`config.mk`:
```
export PLATFORM = sky130hd
export DESIGN_NAME = mem_line_ctrl_flat
export DESIGN_NICKNAME = d
export VERILOG_FILES = /design/src/rtl/mem_line_ctrl_pkg.sv /design/src/rtl/mem_line_ctrl_if.sv /design/src/rtl/mem_line_ctrl_rd_lat_pipe.sv /design/src/rtl/mem_line_ctrl.sv /design/src/flat_wrapper.sv
export SDC_FILE = /design/constraint.sdc
export NUM_CORES = 1
export LEC_CHECK = 0
export BUFFER_PORTS_ARGS = -buffer_cell sky130_fd_sc_hd__buf_4
export CAP_MARGIN = 20
export CORE_ASPECT_RATIO = 0.6
export CORE_MARGIN = 8
export CORE_UTILIZATION = 57
export DETAILED_ROUTE_END_ITERATION = 10
export PLACE_DENSITY = 0.85
export SETUP_SLACK_MARGIN = 0.5
export SKIP_LAST_GASP = 1
export SLEW_MARGIN = 10
export SYNTH_ARGS = -nofsm -noshare
export SYNTH_HDL_FRONTEND = slang
export SYNTH_SLANG_ARGS = --single-unit
```
`constraint.sdc`:
```
create_clock -name clk -period 5.1 [get_ports clk]
set_input_delay 1.275 -clock clk [delete_from_list [all_inputs] [get_ports clk]]
set_output_delay 1.275 -clock clk [all_outputs]
set_load 0.05 [all_outputs]
```
`src/rtl/mem_line_ctrl_pkg.sv`:
```
// Shared definitions for the line-granular memory controller and the cache.
// Holds the FSM state type, default geometry and word-slice helpers.
package mem_ctrl_pkg;

    typedef enum logic [2:0] {
        ST_IDLE  = 3'd0,
        ST_WRITE = 3'd1,
        ST_READ  = 3'd2,
        ST_DRAIN = 3'd3,
        ST_RESP  = 3'd4
    } state_e;

    localparam int DEF_WORD_WIDTH      = 32;
    localparam int DEF_WORDS_PER_LINE  = 4;
    localparam int DEF_RAM_ADDR_WIDTH  = 10;
    localparam int DEF_LINE_WIDTH      = DEF_WORD_WIDTH * DEF_WORDS_PER_LINE;
    localparam int DEF_WORD_IDX_WIDTH  = $clog2(DEF_WORDS_PER_LINE);
    localparam int DEF_LINE_ADDR_WIDTH = DEF_RAM_ADDR_WIDTH - DEF_WORD_IDX_WIDTH;

    // Bit offset of word idx inside a packed line.
    function automatic int unsigned word_lsb(input int unsigned idx, input int unsigned word_width);
        return idx * word_width;
    endfunction

endpackage

```
`src/rtl/mem_line_ctrl_if.sv`:
```
// Request/response and RAM-port bundle of mem_line_ctrl.
// slave = controller side, master = requester plus RAM side.
interface mem_line_ctrl_if #(
    parameter int WORD_WIDTH     = 32,
    parameter int WORDS_PER_LINE = 4,
    parameter int RAM_ADDR_WIDTH = 10
);
    localparam int LINE_WIDTH      = WORD_WIDTH * WORDS_PER_LINE;
    localparam int LINE_ADDR_WIDTH = RAM_ADDR_WIDTH - $clog2(WORDS_PER_LINE);

    logic                       req_valid;
    logic                       req_ready;
    logic                       req_we;
    logic [LINE_ADDR_WIDTH-1:0] req_addr;
    logic [LINE_WIDTH-1:0]      req_wdata;
    logic                       resp_valid;
    logic                       resp_ready;
    logic [LINE_WIDTH-1:0]      resp_rdata;
    logic                       ram_en;
    logic                       ram_we;
    logic                       ram_regce;
    logic                       ram_rst;
    logic [RAM_ADDR_WIDTH-1:0]  ram_addr;
    logic [WORD_WIDTH-1:0]      ram_din;
    logic [WORD_WIDTH-1:0]      ram_dout;

    modport slave (
        input  req_valid, req_we, req_addr, req_wdata, resp_ready, ram_dout,
        output req_ready, resp_valid, resp_rdata,
        output ram_en, ram_we, ram_regce, ram_rst, ram_addr, ram_din
    );

    modport master (
        output req_valid, req_we, req_addr, req_wdata, resp_ready, ram_dout,
        input  req_ready, resp_valid, resp_rdata,
        input  ram_en, ram_we, ram_regce, ram_rst, ram_addr, ram_din
    );

endinterface

```
`src/rtl/mem_line_ctrl_rd_lat_pipe.sv`:
```
// Valid+index shift register that tags each issued RAM read and releases
// the tag exactly when the RAM data for that read is on ram_dout.
module rd_lat_pipe #(
    parameter int DEPTH = 2,
    parameter int IDX_W = 2
) (
    input  logic             clk,
    input  logic             rst_n,
    input  logic             i_valid,
    input  logic [IDX_W-1:0] i_idx,
    output logic             o_valid,
    output logic [IDX_W-1:0] o_idx
);

    logic [DEPTH-1:0] r_vld;
    logic [IDX_W-1:0] r_idx [DEPTH];

    // Shift tags one stage per clock; reset drops all in-flight reads.
    always_ff @(posedge clk or negedge rst_n) begin
        if (!rst_n) begin
            r_vld <= '0;
            for (int i = 0; i < DEPTH; i++) begin
                r_idx[i] <= '0;
            end
        end else begin
            r_vld[0] <= i_valid;
            r_idx[0] <= i_idx;
            for (int i = 1; i < DEPTH; i++) begin
                r_vld[i] <= r_vld[i-1];
                r_idx[i] <= r_idx[i-1];
            end
        end
    end

    assign o_valid = r_vld[DEPTH-1];
    assign o_idx   = r_idx[DEPTH-1];

endmodule

```
`src/rtl/mem_line_ctrl.sv`:
```
// Line-granular controller: issues one RAM word per cycle for a cache line,
// realigns read data over the RAM latency and returns one line response.
module mem_line_ctrl
    import mem_ctrl_pkg::*;
#(
    parameter int WORD_WIDTH     = DEF_WORD_WIDTH,
    parameter int WORDS_PER_LINE = DEF_WORDS_PER_LINE,
    parameter int RAM_ADDR_WIDTH = DEF_RAM_ADDR_WIDTH,
    parameter int READ_LATENCY   = 2
) (
    input logic            clk,
    input logic            rst_n,
    mem_line_ctrl_if.slave bus
);

    localparam int LINE_WIDTH      = WORD_WIDTH * WORDS_PER_LINE;
    localparam int WIDX_W          = $clog2(WORDS_PER_LINE);
    localparam int LINE_ADDR_WIDTH = RAM_ADDR_WIDTH - WIDX_W;
    localparam logic [WIDX_W-1:0] K_ONE  = WIDX_W'(1);
    localparam logic [WIDX_W-1:0] K_LAST = WIDX_W'(WORDS_PER_LINE - 1);

    state_e                     r_state;
    logic [LINE_ADDR_WIDTH-1:0] r_line_addr;
    logic [LINE_WIDTH-1:0]      r_wdata;
    logic [WIDX_W-1:0]          r_k;
    logic                       r_req_ready;
    logic                       r_resp_valid;
    logic [LINE_WIDTH-1:0]      r_resp_rdata;
    logic                       r_ram_en;
    logic                       r_ram_we;
    logic                       r_ram_regce;
    logic [RAM_ADDR_WIDTH-1:0]  r_ram_addr;
    logic [WORD_WIDTH-1:0]      r_ram_din;

    logic              w_cap_vld;
    logic [WIDX_W-1:0] w_cap_idx;
    logic [WIDX_W-1:0] w_k_nxt;

    assign w_k_nxt = r_k + K_ONE;

    // The tag is taken from the registered RAM controls, i.e. at the issue edge.
    rd_lat_pipe #(
        .DEPTH (READ_LATENCY),
        .IDX_W (WIDX_W)
    ) u_rd_lat_pipe (
        .clk     (clk),
        .rst_n   (rst_n),
        .i_valid (r_ram_en & ~r_ram_we),
        .i_idx   (r_ram_addr[WIDX_W-1:0]),
        .o_valid (w_cap_vld),
        .o_idx   (w_cap_idx)
    );

    // Controller FSM; every output is a register updated here.
    always_ff @(posedge clk or negedge rst_n) begin
        if (!rst_n) begin
            r_state      <= ST_IDLE;
            r_line_addr  <= '0;
            r_wdata      <= '0;
            r_k          <= '0;
            r_req_ready  <= 1'b1;
            r_resp_valid <= 1'b0;
            r_resp_rdata <= '0;
            r_ram_en     <= 1'b0;
            r_ram_we     <= 1'b0;
            r_ram_regce  <= 1'b0;
            r_ram_addr   <= '0;
            r_ram_din    <= '0;
        end else begin
            case (r_state)
                ST_IDLE: begin
                    if (bus.req_valid) begin
                        r_line_addr  <= bus.req_addr;
                        r_wdata      <= bus.req_wdata;
                        r_k          <= '0;
                        r_req_ready  <= 1'b0;
                        r_resp_rdata <= '0;
                        r_ram_en     <= 1'b1;
                        r_ram_we     <= bus.req_we;
                        r_ram_regce  <= ~bus.req_we;
                        r_ram_addr   <= {bus.req_addr, {WIDX_W{1'b0}}};
                        r_ram_din    <= bus.req_we ? bus.req_wdata[WORD_WIDTH-1:0] : '0;
                        r_state      <= bus.req_we ? ST_WRITE : ST_READ;
                    end
                end
                ST_WRITE: begin
                    if (r_k == K_LAST) begin
                        r_ram_en     <= 1'b0;
                        r_ram_we     <= 1'b0;
                        r_ram_addr   <= '0;
                        r_ram_din    <= '0;
                        r_resp_valid <= 1'b1;
                        r_state      <= ST_RESP;
                    end else begin
                        r_k        <= w_k_nxt;
                        r_ram_addr <= {r_line_addr, w_k_nxt};
                        r_ram_din  <= r_wdata[word_lsb(w_k_nxt, WORD_WIDTH) +: WORD_WIDTH];
                    end
                end
                ST_READ: begin
                    if (w_cap_vld) begin
                        r_resp_rdata[word_lsb(w_cap_idx, WORD_WIDTH) +: WORD_WIDTH] <= bus.ram_dout;
                    end
                    if (r_k == K_LAST) begin
                        r_ram_en   <= 1'b0;
                        r_ram_addr <= '0;
                        r_state    <= ST_DRAIN;
                    end else begin
                        r_k        <= w_k_nxt;
                        r_ram_addr <= {r_line_addr, w_k_nxt};
                    end
                end
                ST_DRAIN: begin
                    if (w_cap_vld) begin
                        r_resp_rdata[word_lsb(w_cap_idx, WORD_WIDTH) +: WORD_WIDTH] <= bus.ram_dout;
                    end
                    // Reads return in issue order, so the last index closes the line.
                    if (w_cap_vld && (w_cap_idx == K_LAST)) begin
                        r_ram_regce  <= 1'b0;
                        r_resp_valid <= 1'b1;
                        r_state      <= ST_RESP;
                    end
                end
                ST_RESP: begin
                    if (bus.resp_ready) begin
                        r_resp_valid <= 1'b0;
                        r_req_ready  <= 1'b1;
                        r_state      <= ST_IDLE;
                    end
                end
                default: begin
                    r_state      <= ST_IDLE;
                    r_req_ready  <= 1'b1;
                    r_resp_valid <= 1'b0;
                    r_ram_en     <= 1'b0;
                    r_ram_we     <= 1'b0;
                    r_ram_regce  <= 1'b0;
                end
            endcase
        end
    end

    assign bus.req_ready  = r_req_ready;
    assign bus.resp_valid = r_resp_valid;
    assign bus.resp_rdata = r_resp_rdata;
    assign bus.ram_en     = r_ram_en;
    assign bus.ram_we     = r_ram_we;
    assign bus.ram_regce  = r_ram_regce;
    assign bus.ram_rst    = 1'b0;
    assign bus.ram_addr   = r_ram_addr;
    assign bus.ram_din    = r_ram_din;

endmodule
```
`src/flat_wrapper.sv`:
```
// flat-port wrapper written by rule: the top's interface ports become plain ports
module mem_line_ctrl_flat import mem_ctrl_pkg::*;
#(
    parameter int WORD_WIDTH     = DEF_WORD_WIDTH,
    parameter int WORDS_PER_LINE = DEF_WORDS_PER_LINE,
    parameter int RAM_ADDR_WIDTH = DEF_RAM_ADDR_WIDTH,
    parameter int READ_LATENCY   = 2
)
  (clk, rst_n, bus_req_valid, bus_req_we, bus_req_addr, bus_req_wdata, bus_resp_ready, bus_ram_dout, bus_req_ready, bus_resp_valid, bus_resp_rdata, bus_ram_en, bus_ram_we, bus_ram_regce, bus_ram_rst, bus_ram_addr, bus_ram_din);
  mem_line_ctrl_if #(.WORD_WIDTH(WORD_WIDTH), .WORDS_PER_LINE(WORDS_PER_LINE), .RAM_ADDR_WIDTH(RAM_ADDR_WIDTH)) bus_i ();
  input logic clk;
  input logic rst_n;
  input wire logic [$bits(bus_i.req_valid)-1:0] bus_req_valid;
  input wire logic [$bits(bus_i.req_we)-1:0] bus_req_we;
  input wire logic [$bits(bus_i.req_addr)-1:0] bus_req_addr;
  input wire logic [$bits(bus_i.req_wdata)-1:0] bus_req_wdata;
  input wire logic [$bits(bus_i.resp_ready)-1:0] bus_resp_ready;
  input wire logic [$bits(bus_i.ram_dout)-1:0] bus_ram_dout;
  output wire logic [$bits(bus_i.req_ready)-1:0] bus_req_ready;
  output wire logic [$bits(bus_i.resp_valid)-1:0] bus_resp_valid;
  output wire logic [$bits(bus_i.resp_rdata)-1:0] bus_resp_rdata;
  output wire logic [$bits(bus_i.ram_en)-1:0] bus_ram_en;
  output wire logic [$bits(bus_i.ram_we)-1:0] bus_ram_we;
  output wire logic [$bits(bus_i.ram_regce)-1:0] bus_ram_regce;
  output wire logic [$bits(bus_i.ram_rst)-1:0] bus_ram_rst;
  output wire logic [$bits(bus_i.ram_addr)-1:0] bus_ram_addr;
  output wire logic [$bits(bus_i.ram_din)-1:0] bus_ram_din;
  assign bus_i.req_valid = bus_req_valid;
  assign bus_i.req_we = bus_req_we;
  assign bus_i.req_addr = bus_req_addr;
  assign bus_i.req_wdata = bus_req_wdata;
  assign bus_i.resp_ready = bus_resp_ready;
  assign bus_i.ram_dout = bus_ram_dout;
  assign bus_req_ready = bus_i.req_ready;
  assign bus_resp_valid = bus_i.resp_valid;
  assign bus_resp_rdata = bus_i.resp_rdata;
  assign bus_ram_en = bus_i.ram_en;
  assign bus_ram_we = bus_i.ram_we;
  assign bus_ram_regce = bus_i.ram_regce;
  assign bus_ram_rst = bus_i.ram_rst;
  assign bus_ram_addr = bus_i.ram_addr;
  assign bus_ram_din = bus_i.ram_din;
  mem_line_ctrl #(.WORD_WIDTH(WORD_WIDTH), .WORDS_PER_LINE(WORDS_PER_LINE), .RAM_ADDR_WIDTH(RAM_ADDR_WIDTH), .READ_LATENCY(READ_LATENCY)) u_core (.clk(clk), .rst_n(rst_n), .bus(bus_i));
endmodule
```
== Yosys cells after proc, flatten, opt, wreduce, memory -nomap -nowiden ==
Cells that the tools add are included.
Widths: inputs -> output; s select.
Word-level totals
  register bits: 322
  input port bits: 173
  output and inout port bits: 176
  logic and storage cells: 101
Operators by class
  $add $sub $neg: 2
  eq/ne operators: 14
  shift-type cells: 3
  muxes and demuxes: 36
  bitwise operators: 8
  reductions and logical operators: 23
Operators by type and width (number)
  $mux 128: 2
  $pmux 128 s2: 1
  $bwmux 128: 1
  $shift 32x34->128 const A: 1
  $shiftx 128x8->32: 1
  $shiftx 32x34->128: 1
  $mux 32: 3
  $pmux 32 s2: 1
  $neg 7->34: 1
  $mux 10: 2
  $pmux 10 s2: 1
  $reduce_and 3->1: 6
  $mux 3: 5
  $pmux 3 s5: 1
  $pmux 1 s3: 4
  $mux 1: 10
  $ne 2x1->1 const B: 5
  $reduce_or 3->1: 3
  $reduce_or 2->1: 4
  $not 1->1: 7
  $eq 3x2->1 const B: 2
  $mux 2: 3
  $ne 2x2->1 const B: 3
  $reduce_and 2->1: 3
  12 further kinds: 15

== Longest topological paths before layout ==
Gate-level depths: netlist of run 1.
  depth in word-level cells: 5
  mapped depth: 8
  gate-level depth less buffers: 6

== Modules after synthesis ==
From an unflattened synthesis of run 1, not the netlist that was laid out.
Unflattened totals
  cells, all modules: 1429
  area total of the unflattened synthesis: 13887.1 µm²
Modules (own cells, without submodules)
  mem_line_ctrl: times used 1, cells each 1421, area an instance 13721.9 µm², seq. area each 7908.8 µm²
  rd_lat_pipe: times used 1, cells each 8, area an instance 165.2 µm², seq. area each 150.1 µm²

== Worst setup path after synthesis of run 1 ==
No wires, ideal clock.
  kind: in2reg
  start point: input bus_req_valid
  end point: register u_core.r_resp_rdata[64] (netlist: u_core.bus.resp_rdata[64])
  library setup time: 0.129 ns
  data arrival time: 2.288 ns
  data required time: 4.971 ns
  setup slack: 2.683 ns
  cell stages on the path: 6
  buffers on the path: 2
  cell sequence: or3b_4 -> a21o_1 -> buf_6 -> clkbuf_1 -> nand2_1 -> o31ai_2
Between the ends
  word-level cells in the longest chain between the ends: 2
RTL lines
  from (decl): RTL line flat_wrapper.sv:13  | input wire logic [$bits(bus_i.req_valid)-1:0] bus_req_valid;
  $ne 2x2->1 (no source line)
  $reduce_and 3->1 (no source line)
  to (signal, indexed assignment): RTL line mem_line_ctrl.sv:102  | r_resp_rdata[word_lsb(w_cap_idx, WORD_WIDTH) +: WORD_WIDTH] <= bus.ram_dout;
  to (signal, indexed assignment): RTL line mem_line_ctrl.sv:115  | r_resp_rdata[word_lsb(w_cap_idx, WORD_WIDTH) +: WORD_WIDTH] <= bus.ram_dout;
  to (decl): RTL line mem_line_ctrl.sv:28  | logic [LINE_WIDTH-1:0] r_resp_rdata;
Every way passes these cells.
A chain may end at the register's enable or synchronous reset.

== Worst setup path in the final report of run 1 ==
  start point: register u_core.r_state[2]
  end point: register u_core.r_ram_din[10] (netlist: u_core.bus.ram_din[10])
Between the ends
  word-level cells in the longest chain between the ends: 3
  elaborated cells between the ends (all ways): 6
  classes of those cells: 2 x eq/ne; 1 x mux; 3 x reduce/logical
RTL lines
  from (decl): RTL line mem_line_ctrl.sv:22  | state_e r_state;
  from (signal assigned): RTL line mem_line_ctrl.sv:83  | r_state <= bus.req_we ? ST_WRITE : ST_READ;
  $eq 3x1->1 or $logic_not 3->1 (tied branches): RTL line mem_line_ctrl.sv:70  | case (r_state)
  $reduce_bool 2->1 (no source line) or $ne 2x2->1 (tied branches)
  $reduce_and 2->1 (no source line)
  to (signal assigned): RTL line mem_line_ctrl.sv:82  | r_ram_din <= bus.req_we ? bus.req_wdata[WORD_WIDTH-1:0] : '0;
  to (signal assigned): RTL line mem_line_ctrl.sv:97  | r_ram_din <= r_wdata[word_lsb(w_k_nxt, WORD_WIDTH) +: WORD_WIDTH];
  to (decl): RTL line mem_line_ctrl.sv:33  | logic [WORD_WIDTH-1:0] r_ram_din;
Several ways; a longest one is shown, not always the timed one.

==> parameters.txt, run 1 <==
Parameter                              Value

Drt
  Via density per instance ... approximately 5.6
  Total iterations of the first detailed-routing run ... 5
  Overall routed net length ... 39600 µm
  DR vias ... between 10000 and 15000
  DRC viols ... 0
  Detail-routed net length per standard cell ... approximately 20 µm
  DR iter-0 viols ... 927
  Post-route ant nets ... 0

Yosys
  Cell type with the largest total area after synthesis ... sky130_fd_sc_hd__dfrtp_1
  Number of nets in the synthesized netlist ... 1511
  Mean instance size in the synthesized netlist ... between 10 and 15 µm²
  Synth unique cells ... 43
  Number of enable-type register cells in the synthesized netlist ... 0
  Proportion of synthesized chip area in sequential cells ... around three fifths
  Yosys top cell area share ... around three fifths
  Top cells by area in the synthesized netlist ... sky130_fd_sc_hd__dfrtp_1, sky130_fd_sc_hd__nand2_1, sky130_fd_sc_hd__mux4_2
  Netlist area before placement ... ~14000 µm²
  Leading register cell type out of synthesis ... sky130_fd_sc_hd__dfrtp_1
  Number of warnings issued by yosys ... 0
  Fraction of registers with async set or reset after synthesis ... 100%
  Yosys reg bits ... about 320
  Synth Instances ... between 1000 and 1500

Cells and area
  Diodes inserted ... 0
  Non-filler cells in the finished layout ... roughly 2000
  Fillers ... 1609
  Area of all placed cells without fillers ... roughly 17000 µm²
  Core occupancy in the finished layout ... 74.4%
  Total number of nets in the final design ... 1807
  Ratio of cells with drive above 1 in the final layout ... 27.8%
  Area grow syn2layout ... 27.3%

Critical path
  Cells along the critical path ... nor3b_4, buf_4, and2_1, buf_4, nand2_1, o21ai_1
  Required time reported for the critical path endpoint ... ~5.6 ns
  Register-to-register setup slack ... roughly 2.4 ns
  Largest fanout of any net on the critical path ... 33
  Maximum cell stage delay along the critical path ... about 0.70 ns
  Type of element launching the critical path ... flop
  Path type of the worst setup path ... reg2reg
  Capture instance of the worst register-to-register path ... u_core.bus.ram_din[10]
  Cell count of the worst reg-to-reg path ... 6
  Crit-path leading delay family ... simple AND/OR/NAND/NOR gates
  Nature of the critical path endpoint ... flop
  Arr. time, crit path ... around 3.2 ns
  Number of buffer and inverter instances along the worst setup path ... 2
  Worst path most repeated cell ... sky130_fd_sc_hd__buf_4
  Cell with the biggest individual delay on the critical path ... sky130_fd_sc_hd__and2_1
  RR Startpoint ... u_core.r_state[2]

Global routing
  Global Route met2 Usage ... between 40% and 50%
  Global-route usage over all layers ... between 20% and 30%
  Wire length of the first global-routing pass ... approximately 62000 µm
  Maximum number of pins on one net before global-route repair ... about 170
  Global-route met1 utilization ... between 30% and 40%
  Met3 GRT Util ... 6.09%
  Gr busiest metal ... met2
  Via count of the first global-routing pass ... approximately 11000
  Antenna violations before repair ... 1
  Leftover overflow at the end of global routing ... 0

STA
  Post-Route Skew ... between 0.01 and 0.015 ns
  Final setup violation count ... 0
  Hold slack final ... 0.349 ns
  Final min period ... 2.73 ns
  Highest attainable clock frequency ... between 300 and 400 MHz
  Worst Slack Setup Final ... about 2.4 ns
  Final cycle utilization of the critical path ... a little over half
  Unrepaired setup endpoints after global routing ... false
  Worst slew slack as a fraction of its limit ... between 30% and 40%
  Total Neg Setup Slack ... 0 ns
  Least-Margin Pin Slew ... 1.04 ns
  Final Hold Fails ... 0
  Max Transition Viols Final ... 0

Placement
  Total cell area at the placement stage ... roughly 16000 µm²
  Post-detailed-placement half-perimeter wirelength ... 26800 µm
  Post-Place Cells ... 1912
  Placer's final routability congestion estimate ... about 0.85
  Worst slack at placement ... just under 2 ns
  Input/output buffers ... about 350

CTS
  Maximum buffer depth of the clock tree ... 3
  Number of buffers inserted by post-CTS setup repair ... 0
  Number of buffers inserted during clock tree synthesis ... 29
  H-tree lvl count ... 1
  Number of sinks handled by clock tree synthesis ... between 300 and 400
  Hold buffer count at CTS ... 0
  Source-to-sink clock delay at the later pin of the worst-skew pair ... between 0.5 and 0.6 ns
  Clock tree from TritonCTS ... built
  Clock transition at the registers of the reported paths ... approximately 0.07 ns
  Post-CTS sizing ... 0
  Root cell of the clock tree ... sky130_fd_sc_hd__clkbuf_16

Worst hold path
  Worst Hold Path Cells ... 0
  Endpoint, Worst Hold ... u_core.u_rd_lat_pipe.r_vld[1]
  Start point of the worst hold path ... u_core.u_rd_lat_pipe.r_vld[0]
  Worst min-delay path class ... reg2reg

Floorplan
  Site Rows ... 43
  Effective utilization at floorplan ... between 50% and 60%
  Die area ... slightly below 30000 µm²
  Area inside the core boundary ... 23200 µm²
  Overall die width ... around 220 µm
  Ports ... between 300 and 400
  Chip Height ... roughly 140 µm

Power
  Share of power burned in combinational logic ... between 40% and 50%
  Post-layout total power ... about 11 mW
  Switch share ... 41.8%
  Design internal power ... 6.50 mW
  Worst voltage drop across the vdd grid ... 0.404 mV
  Pwr Density ... 646 nW/µm²
  Net switching power of the design ... about 4.7 mW
  Part of the power in registers ... 36.8%
  Static power due to leakage ... around 9.0 nW
  Clock share of power ... about a fifth

Job
  Number of maximum-capacitance violations ... 0

Run status
  Run status ... completed
## synth_stat cells (4+ instances only)
cell type,number
sky130_fd_sc_hd__dfrtp_1,321
sky130_fd_sc_hd__o31ai_1,96
sky130_fd_sc_hd__a221o_1,6
sky130_fd_sc_hd__buf_2,32
sky130_fd_sc_hd__a22o_1,32
sky130_fd_sc_hd__clkbuf_1,51
sky130_fd_sc_hd__ha_1,6
sky130_fd_sc_hd__and2_1,7
sky130_fd_sc_hd__buf_6,12
sky130_fd_sc_hd__o21ai_0,8
sky130_fd_sc_hd__and3_1,33
sky130_fd_sc_hd__mux4_2,32
sky130_fd_sc_hd__nand3_1,6
sky130_fd_sc_hd__a21o_1,10
sky130_fd_sc_hd__nor2_1,6
sky130_fd_sc_hd__inv_1,36
sky130_fd_sc_hd__nand2_1,532
sky130_fd_sc_hd__o21ai_1,36
sky130_fd_sc_hd__a21oi_1,35
sky130_fd_sc_hd__nand3b_1,4
## logic make-up (layout without fill, tap and decap cells)
group	after synthesis	after routing	synth area share, %
mux	35	35	5.53
other cells	1	1	0.0276
flops	322	322	59.3
simple gates	602	602	18.0
compound gates	230	230	11.7
fa+ha+maj	6	6	0.553
xor+xnor	1	1	0.0645
buf+inv	135	453	4.75
## layout make-up
type	count	area, µm²	share of cell area [%]
Clock buffer	37	806	4.66
Clock inverter	16	198	1.14
Inverter	37	139	0.804
Multi-Input combinational cell	875	4900	28.4
Sequential cell	322	8060	46.6
Tap cell	315	394	2.28
Timing Repair Buffer	363	2780	16.1
## cell usage in the layout, fill, tap and decap left out, types with 2 or more instances in the layout
cell type / netlist / final
sky130_fd_sc_hd__o21ai_0: 8 / 8
sky130_fd_sc_hd__mux4_2: 32 / 32
sky130_fd_sc_hd__clkbuf_16: 0 / 29
sky130_fd_sc_hd__o21a_1: 2 / 2
sky130_fd_sc_hd__o21ai_1: 36 / 36
sky130_fd_sc_hd__buf_4: 2 / 358
sky130_fd_sc_hd__nand3b_1: 4 / 4
sky130_fd_sc_hd__nand3_1: 6 / 6
sky130_fd_sc_hd__nand4_1: 3 / 3
sky130_fd_sc_hd__ha_1: 6 / 5
sky130_fd_sc_hd__mux2i_1: 3 / 3
sky130_fd_sc_hd__inv_1: 36 / 36
sky130_fd_sc_hd__clkbuf_8: 0 / 5
sky130_fd_sc_hd__and2_1: 7 / 7
sky130_fd_sc_hd__a22o_1: 32 / 32
sky130_fd_sc_hd__a21oi_1: 35 / 35
sky130_fd_sc_hd__and3_1: 33 / 33
sky130_fd_sc_hd__bufinv_16: 0 / 4
sky130_fd_sc_hd__clkinv_2: 0 / 7
sky130_fd_sc_hd__clkinvlp_4: 0 / 3
sky130_fd_sc_hd__a221o_1: 6 / 6
sky130_fd_sc_hd__buf_12: 0 / 4
sky130_fd_sc_hd__nand2b_1: 2 / 2
sky130_fd_sc_hd__nand2_1: 532 / 531
sky130_fd_sc_hd__nor2_1: 6 / 6
sky130_fd_sc_hd__dfrtp_1: 321 / 320
sky130_fd_sc_hd__o31ai_1: 96 / 96
sky130_fd_sc_hd__clkbuf_1: 51 / 3
sky130_fd_sc_hd__a21o_1: 10 / 7
sky130_fd_sc_hd__nor2b_1: 2 / 2
sky130_fd_sc_hd__a21o_2: 0 / 3
## power groups by stage
stage	Clock, mW	Sequential, mW	Combinational (mW)
global route	2.43	4.21	5.09
finish	2.30	4.12	4.76
global placement	0	4.07	4.63
floorplan	0	5.38	1.98
CTS	2.33	4.10	4.78
detailed placement	0	4.12	4.76
## worst register-to-register path, cell delays in order, from the launching register on
cell	delay, ns
sky130_fd_sc_hd__dfrtp_1	0.64
sky130_fd_sc_hd__nor3b_4	0.28
sky130_fd_sc_hd__buf_4	0.44
sky130_fd_sc_hd__and2_1	0.73
sky130_fd_sc_hd__buf_4	0.39
sky130_fd_sc_hd__nand2_1	0.09
sky130_fd_sc_hd__o21ai_1	0.09
## worst max-delay path by stage
stage,from,to,slack [ns],cells past startpoint
3_5_place_dp,bus_req_valid,u_core.bus.ram_din[20],1.94,6
3_3_place_gp,bus_req_valid,u_core.bus.ram_din[25],2.05,6
4_1_cts,u_core.r_state[0],u_core.bus.ram_din[10],2.32,6
5_1_grt,u_core.r_state[0],u_core.bus.ram_din[10],2.21,6
2_1_floorplan,bus_req_valid,u_core.bus.resp_rdata[64],2.68,6
6_report,u_core.r_state[2],u_core.bus.ram_din[10],2.37,6
## state kept, by name, indices dropped and copies added, names as in the netlist, 2 cells and up
name and flops:
u_core.bus.resp_rdata 128, u_core.r_wdata 128, u_core.bus.ram_din 32, u_core.bus.ram_addr 10, u_core.r_line_addr 8, u_core.r_state 3
u_core.r_k 2, u_core.u_rd_lat_pipe.o_idx 2, u_core.u_rd_lat_pipe.r_idx 2, u_core.u_rd_lat_pipe.r_vld 2
## metal layers
| metal | vias to the layer above | wire (µm) |
|---|---|---|
| met5 | - | 13 |
| met4 | 2 | 830 |
| met3 | 69 | 2780 |
| met2 | 438 | 18900 |
| met1 | 5533 | 17100 |
| li1 | 5058 | - |
Power figures use the tool's default switching activity.
==> inputs of run 2 (changes only) <==
- CORE_UTILIZATION: 57 -> 53
- PLACE_DENSITY: 0.85 -> 0.8
- clock period: 5.1 -> 2.6 ns (I/O delays scaled with it)
==> parameters.txt, run 2 (synthesis results as in run 1) <==
Parameter                              Value

Run status
  Run status ... completed

Cells and area
  Fillers ... 1882
  Most used cells in the layout excluding fill and tap cells ... sky130_fd_sc_hd__nand2_1, sky130_fd_sc_hd__buf_4, sky130_fd_sc_hd__dfrtp_1
  Area grow syn2layout ... 29.9%
  Ratio of cells with drive above 1 in the final layout ... roughly 29%
  Most frequent standard cell in the layout excluding fill and tap cells ... sky130_fd_sc_hd__nand2_1
  Area of all placed cells without fillers ... around 18000 µm²
  Storage cell area ... about 8100 µm²
  Area of combinational cells with multiple inputs ... ~4900 µm²
  Total number of nets in the final design ... 1829

Power
  Static power due to leakage ... between 9 and 10 nW
  Post-layout total power ... approximately 22 mW
  Worst voltage drop across the vdd grid ... approximately 0.69 mV
  Pwr Density ... around 1300 nW/µm²

STA
  Worst slew slack as a fraction of its limit ... around 50%
  Final setup violation count ... 0
  Max Transition Viols Final ... 0
  Unrepaired setup endpoints after global routing ... false
  Total Neg Setup Slack ... 0 ns
  Highest attainable clock frequency ... between 400 and 500 MHz
  Final cycle utilization of the critical path ... approximately 77%
  Final Hold Fails ... 0
  Final min period ... between 2 and 2.5 ns
  Least-Margin Pin Slew ... 0.749 ns
  Post-Route Skew ... 0.0162 ns

Critical path
  Crit-path leading delay family ... flip-flops
  Cells along the critical path ... inv_1, ha_1, nor4b_2, o21a_1, buf_12, a22o_1
  Cell with the biggest individual delay on the critical path ... sky130_fd_sc_hd__dfrtp_1
  Arr. time, crit path ... about 2.5 ns
  Nature of the critical path endpoint ... flop
  Required time reported for the critical path endpoint ... roughly 3.1 ns
  Path type of the worst setup path ... reg2reg
  Largest fanout of any net on the critical path ... 31
  Maximum cell stage delay along the critical path ... ~0.44 ns
  Type of element launching the critical path ... flop
  Number of buffer and inverter instances along the worst setup path ... 2

Drt
  DRC viols ... 0
  Detail-routed net length per standard cell ... approximately 20 µm
  Post-route ant nets ... 0
  Via density per instance ... 5.59
  DR vias ... about 11000
  Total iterations of the first detailed-routing run ... 7
  DR iter-0 viols ... approximately 1200
  Overall routed net length ... 40900 µm

Floorplan
  Overall die width ... 223 µm
  Site Rows ... 45
  Die area ... around 31000 µm²
  Chip Height ... approximately 140 µm
  Area inside the core boundary ... roughly 25000 µm²
  Ports ... between 300 and 400
  Effective utilization at floorplan ... a little over half

CTS
  Source-to-sink clock delay at the later pin of the worst-skew pair ... between 0.5 and 0.6 ns
  Number of buffers inserted during clock tree synthesis ... 29
  Maximum buffer depth of the clock tree ... 3
  Number of sinks handled by clock tree synthesis ... 322
  Clock transition at the registers of the reported paths ... 0.07 ns
  Root cell of the clock tree ... sky130_fd_sc_hd__clkbuf_16
  H-tree lvl count ... 1
  Clock tree from TritonCTS ... built

Global routing
  Antenna violations before repair ... 4
  Via count of the first global-routing pass ... 11312
  Leftover overflow at the end of global routing ... 0
  Maximum number of pins on one net before global-route repair ... about 180
  Global-route usage over all layers ... between 20% and 30%
  Wire length of the first global-routing pass ... about 64000 µm

Placement
  Post-detailed-placement half-perimeter wirelength ... 27300 µm
  Total cell area at the placement stage ... ~17000 µm²
  Input/output buffers ... ~350
  Placer's final routability congestion estimate ... 0.842

Worst hold path
  Worst min-delay path class ... in2async

Job
  Number of maximum-capacitance violations ... 0
==> run 2: cell types whose count changed in the layout (fill, tap and decap cells not counted), moves of 2 or more <==
cell	change
sky130_fd_sc_hd__buf_12	+6
sky130_fd_sc_hd__buf_6	+2
sky130_fd_sc_hd__diode_2	+3
sky130_fd_sc_hd__clkbuf_16	+2
sky130_fd_sc_hd__bufinv_16	+2
sky130_fd_sc_hd__buf_4	+11
==> run 2: what timing repair did <==
item                                    CTS  global route
endpoints found under the setup margin   34           179
gates resized for setup                   3             6
hold buffers                              0             0
pin swaps                                 0             1
cloned                                    0             2
buffers inserted                          0             2
==> run 2: metrics by stage <==
stage               worst slack [ns]  hold WS, ns  utilization, %  cells
finish                         0.593       0.0743            69.9   2002
floorplan                      0.808        0.331               -   1332
detailed placement             0.410        0.335            65.5   1944
global placement               0.520        0.332            65.5   1944
CTS                            0.494       0.0842            69.6   1995
global route                   0.510       0.0946            69.9   2002
==> run 2: path summary, 6_finish.rpt <==
kind	slack, ns	end	depth (start not counted)	startpoint
min	0.07	u_core.bus.resp_rdata[79]	1	rst_n
min in group clk	0.28	u_core.r_wdata[107]	3	bus_req_wdata[107]
min reg2reg	0.34	u_core.u_rd_lat_pipe.o_idx[1]	0	u_core.u_rd_lat_pipe.r_idx[3]
max reg2reg	0.59	u_core.bus.resp_rdata[23]	6	u_core.u_rd_lat_pipe.o_idx[0]
max in group asynchronous	1.80	u_core.bus.ram_addr[3]	2	rst_n
max	0.59	u_core.bus.resp_rdata[23]	6	u_core.u_rd_lat_pipe.o_idx[0]
==> run 2: area by class of cell <==
class / count / share of cell area (%)
timing repair buffer: 385 / 17.5
antenna: 3 / 0.0426
multi-input combinational: 875 / 27.8
clock inverter: 15 / 1.32
sequential: 322 / 45.7
tap: 329 / 2.33
clock buffer: 36 / 4.49
inverter: 37 / 0.787
==> run 2: layer usage <==
layer,up-vias,GRT usage (%),share of wire (%)
li1,5103,-,-
met1,5540,34.8,43
met2,446,39.3,47
met3,92,5.61,7.0
met4,2,8.63,3.3
met5,-,0,0.032
==> run 2: report_power, final <==
| group | total (mW) | leakage [nW] | internal, mW | switching, mW |
|---|---|---|---|---|
| clock network | 4.63 | 0.498 | 2.75 | 1.89 |
| registers | 8.06 | 4.18 | 6.89 | 1.16 |
| logic | 9.53 | 4.48 | 3.42 | 6.11 |
| total | 22.2 | 9.16 | 13.1 | 9.16 |
==> inputs of run 3 (changes only) <==
- CORE_UTILIZATION: 53 -> 48
- PLACE_DENSITY: 0.8 -> 0.76
- clock period: 2.6 -> 1.69 ns (I/O delays scaled with it)
==> parameters.txt, run 3 (synthesis results as in run 1) <==
Parameter                              Value

Run status
  Run status ... complete, but fails checks
  Failing checks ... negative setup slack

CTS
  Clock transition at the registers of the reported paths ... 0.07 ns
  Clock tree from TritonCTS ... built
  Maximum buffer depth of the clock tree ... 3
  Number of buffers inserted during clock tree synthesis ... 30
  Root cell of the clock tree ... sky130_fd_sc_hd__clkbuf_16
  H-tree lvl count ... 1
  Number of sinks handled by clock tree synthesis ... roughly 320
  Source-to-sink clock delay at the later pin of the worst-skew pair ... 0.56 ns

Critical path
  Type of element launching the critical path ... flop
  Register-to-register setup slack ... -0.07 ns
  Nature of the critical path endpoint ... flop
  Crit-path leading delay family ... compound AO/OA/AOI/OAI gates
  Path type of the worst setup path ... reg2reg
  Number of buffer and inverter instances along the worst setup path ... 2
  Cell with the biggest individual delay on the critical path ... sky130_fd_sc_hd__or3b_4
  Capture instance of the worst register-to-register path ... u_core.bus.resp_rdata[28]
  Maximum cell stage delay along the critical path ... ~0.4 ns
  Cells along the critical path ... buf_4, or3b_4, a21o_1, buf_12, a22o_1
  Largest fanout of any net on the critical path ... 27
  Cell count of the worst reg-to-reg path ... 5
  RR Startpoint ... u_core.r_state[1]
  Required time reported for the critical path endpoint ... 2.13 ns
  Arr. time, crit path ... between 2 and 2.5 ns

Placement
  Post-detailed-placement half-perimeter wirelength ... 30200 µm
  Total cell area at the placement stage ... approximately 17000 µm²
  Input/output buffers ... approximately 350
  Post-Place Cells ... 2026
  Placer's final routability congestion estimate ... approximately 0.85

Drt
  Via density per instance ... between 5 and 6
  Post-route ant nets ... 0
  Overall routed net length ... around 50000 µm
  Detail-routed net length per standard cell ... between 20 and 25 µm
  DRC viols ... 0
  DR vias ... around 12000
  Total iterations of the first detailed-routing run ... 6
  DR iter-0 viols ... 1052

Worst hold path
  Endpoint, Worst Hold ... u_core.r_wdata[37]
  Worst Hold Path Cells ... 3
  Start point of the worst hold path ... bus_req_wdata[37]
  Worst min-delay path class ... in2reg

STA
  Hold slack final ... a little under 0.05 ns
  Worst Slack Setup Final ... -0.0724 ns
  Highest attainable clock frequency ... 567 MHz
  Final Hold Fails ... 0
  Max Transition Viols Final ... 0
  Final setup violation count ... ~130
  Final cycle utilization of the critical path ... 104%
  Final min period ... between 1.5 and 2 ns
  Unrepaired setup endpoints after global routing ... true
  Post-Route Skew ... 0.00740 ns

Global routing
  Maximum number of pins on one net before global-route repair ... 48
  Wire length of the first global-routing pass ... about 70000 µm
  Global-route usage over all layers ... 24.9%
  Leftover overflow at the end of global routing ... 0
  Via count of the first global-routing pass ... about 12000
  Antenna violations before repair ... 6

Cells and area
  Non-filler cells in the finished layout ... between 2000 and 2500
  Most frequent standard cell in the layout excluding fill and tap cells ... sky130_fd_sc_hd__nand2_1
  Area grow syn2layout ... 54.1%
  Core occupancy in the finished layout ... ~76%
  Area of all placed cells without fillers ... between 20000 and 25000 µm²
  Fillers ... between 1500 and 2000
  Ratio of cells with drive above 1 in the final layout ... 46.9%
  Most used cells in the layout excluding fill and tap cells ... sky130_fd_sc_hd__nand2_1, sky130_fd_sc_hd__buf_4, sky130_fd_sc_hd__dfrtp_1
  Total number of nets in the final design ... a little under 2000

Power
  Static power due to leakage ... about 11 nW
  Pwr Density ... about 1800 nW/µm²
  Worst voltage drop across the vdd grid ... 1.40 mV
  Post-layout total power ... ~38 mW

Floorplan
  Ports ... around 350
  Effective utilization at floorplan ... between 40 and 50%
  Overall die width ... between 200 and 250 µm
  Site Rows ... 47
  Die area ... 34100 µm²
  Area inside the core boundary ... 27700 µm²
  Chip Height ... 146 µm

Job
  Number of maximum-capacitance violations ... 0
-- run 3: layout make-up --
class                      count  area, µm²  area share [%]
sequential                   322       8060            38.5
antenna                        6       15.0          0.0717
tap                          367        459            2.19
clock buffer                  40        840            4.01
clock inverter                16        211            1.01
multi-input combinational    877       6210            29.7
inverter                      37        139           0.664
timing repair buffer         505       4990            23.9
-- run 3: how the worst max path moves through the flow --
| stage | start | endpoint | slack, ns | cells after the start |
|---|---|---|---|---|
| floorplan | u_core.r_state[1] | u_core.bus.resp_rdata[66] | 0.08 | 7 |
| global placement | bus_req_valid | u_core.bus.resp_rdata[115] | -0.01 | 5 |
| detailed placement | bus_req_valid | u_core.bus.resp_rdata[101] | -0.09 | 5 |
| CTS | u_core.r_state[1] | u_core.bus.resp_rdata[13] | -0.04 | 5 |
| global route | u_core.u_rd_lat_pipe.o_idx[1] | u_core.bus.resp_rdata[45] | -0.12 | 6 |
| finish | u_core.r_state[1] | u_core.bus.resp_rdata[28] | -0.07 | 5 |
-- run 3: power breakdown --
group,leakage [nW],total [mW],switching (mW),internal [mW]
logic,5.95,18.1,10.9,7.17
clock network,0.521,7.31,3.05,4.26
registers,4.18,12.7,2.07,10.6
-- run 3: layer usage --
metal  wire, µm  vias up  track usage [%]
met3       3380      116             4.26
met2      24200      576             38.5
met4       1620        0             9.67
met5          0        -                0
met1      20900     6318             34.8
li1           -     5392                -
-- run 3: repair_timing --
item                                   4_1_cts  5_1_grt
setup endpoints to repair                  491      491
hold buffers                                 1        0
buffers inserted                            20       36
pin swaps                                   14      131
gates resized for setup                     61      335
endpoints found under the hold margin       29        0
gates cloned                                 8       17
-- run 3: tightest hold or removal path: stages --
cell and delay (ns):
sky130_fd_sc_hd__buf_4 0.08, sky130_fd_sc_hd__nand2_1 0.04, sky130_fd_sc_hd__nand2_1 0.04
-- run 3: stage by stage --
step	TNS, ns	worst slack [ns]
after global placement	-0.0967	-0.0124
after floorplan	0	0.0751
final	-4.18	-0.0724
after global routing	-10.70	-0.125
after detailed placement	-2.84	-0.0850
after CTS	-1.31	-0.0383
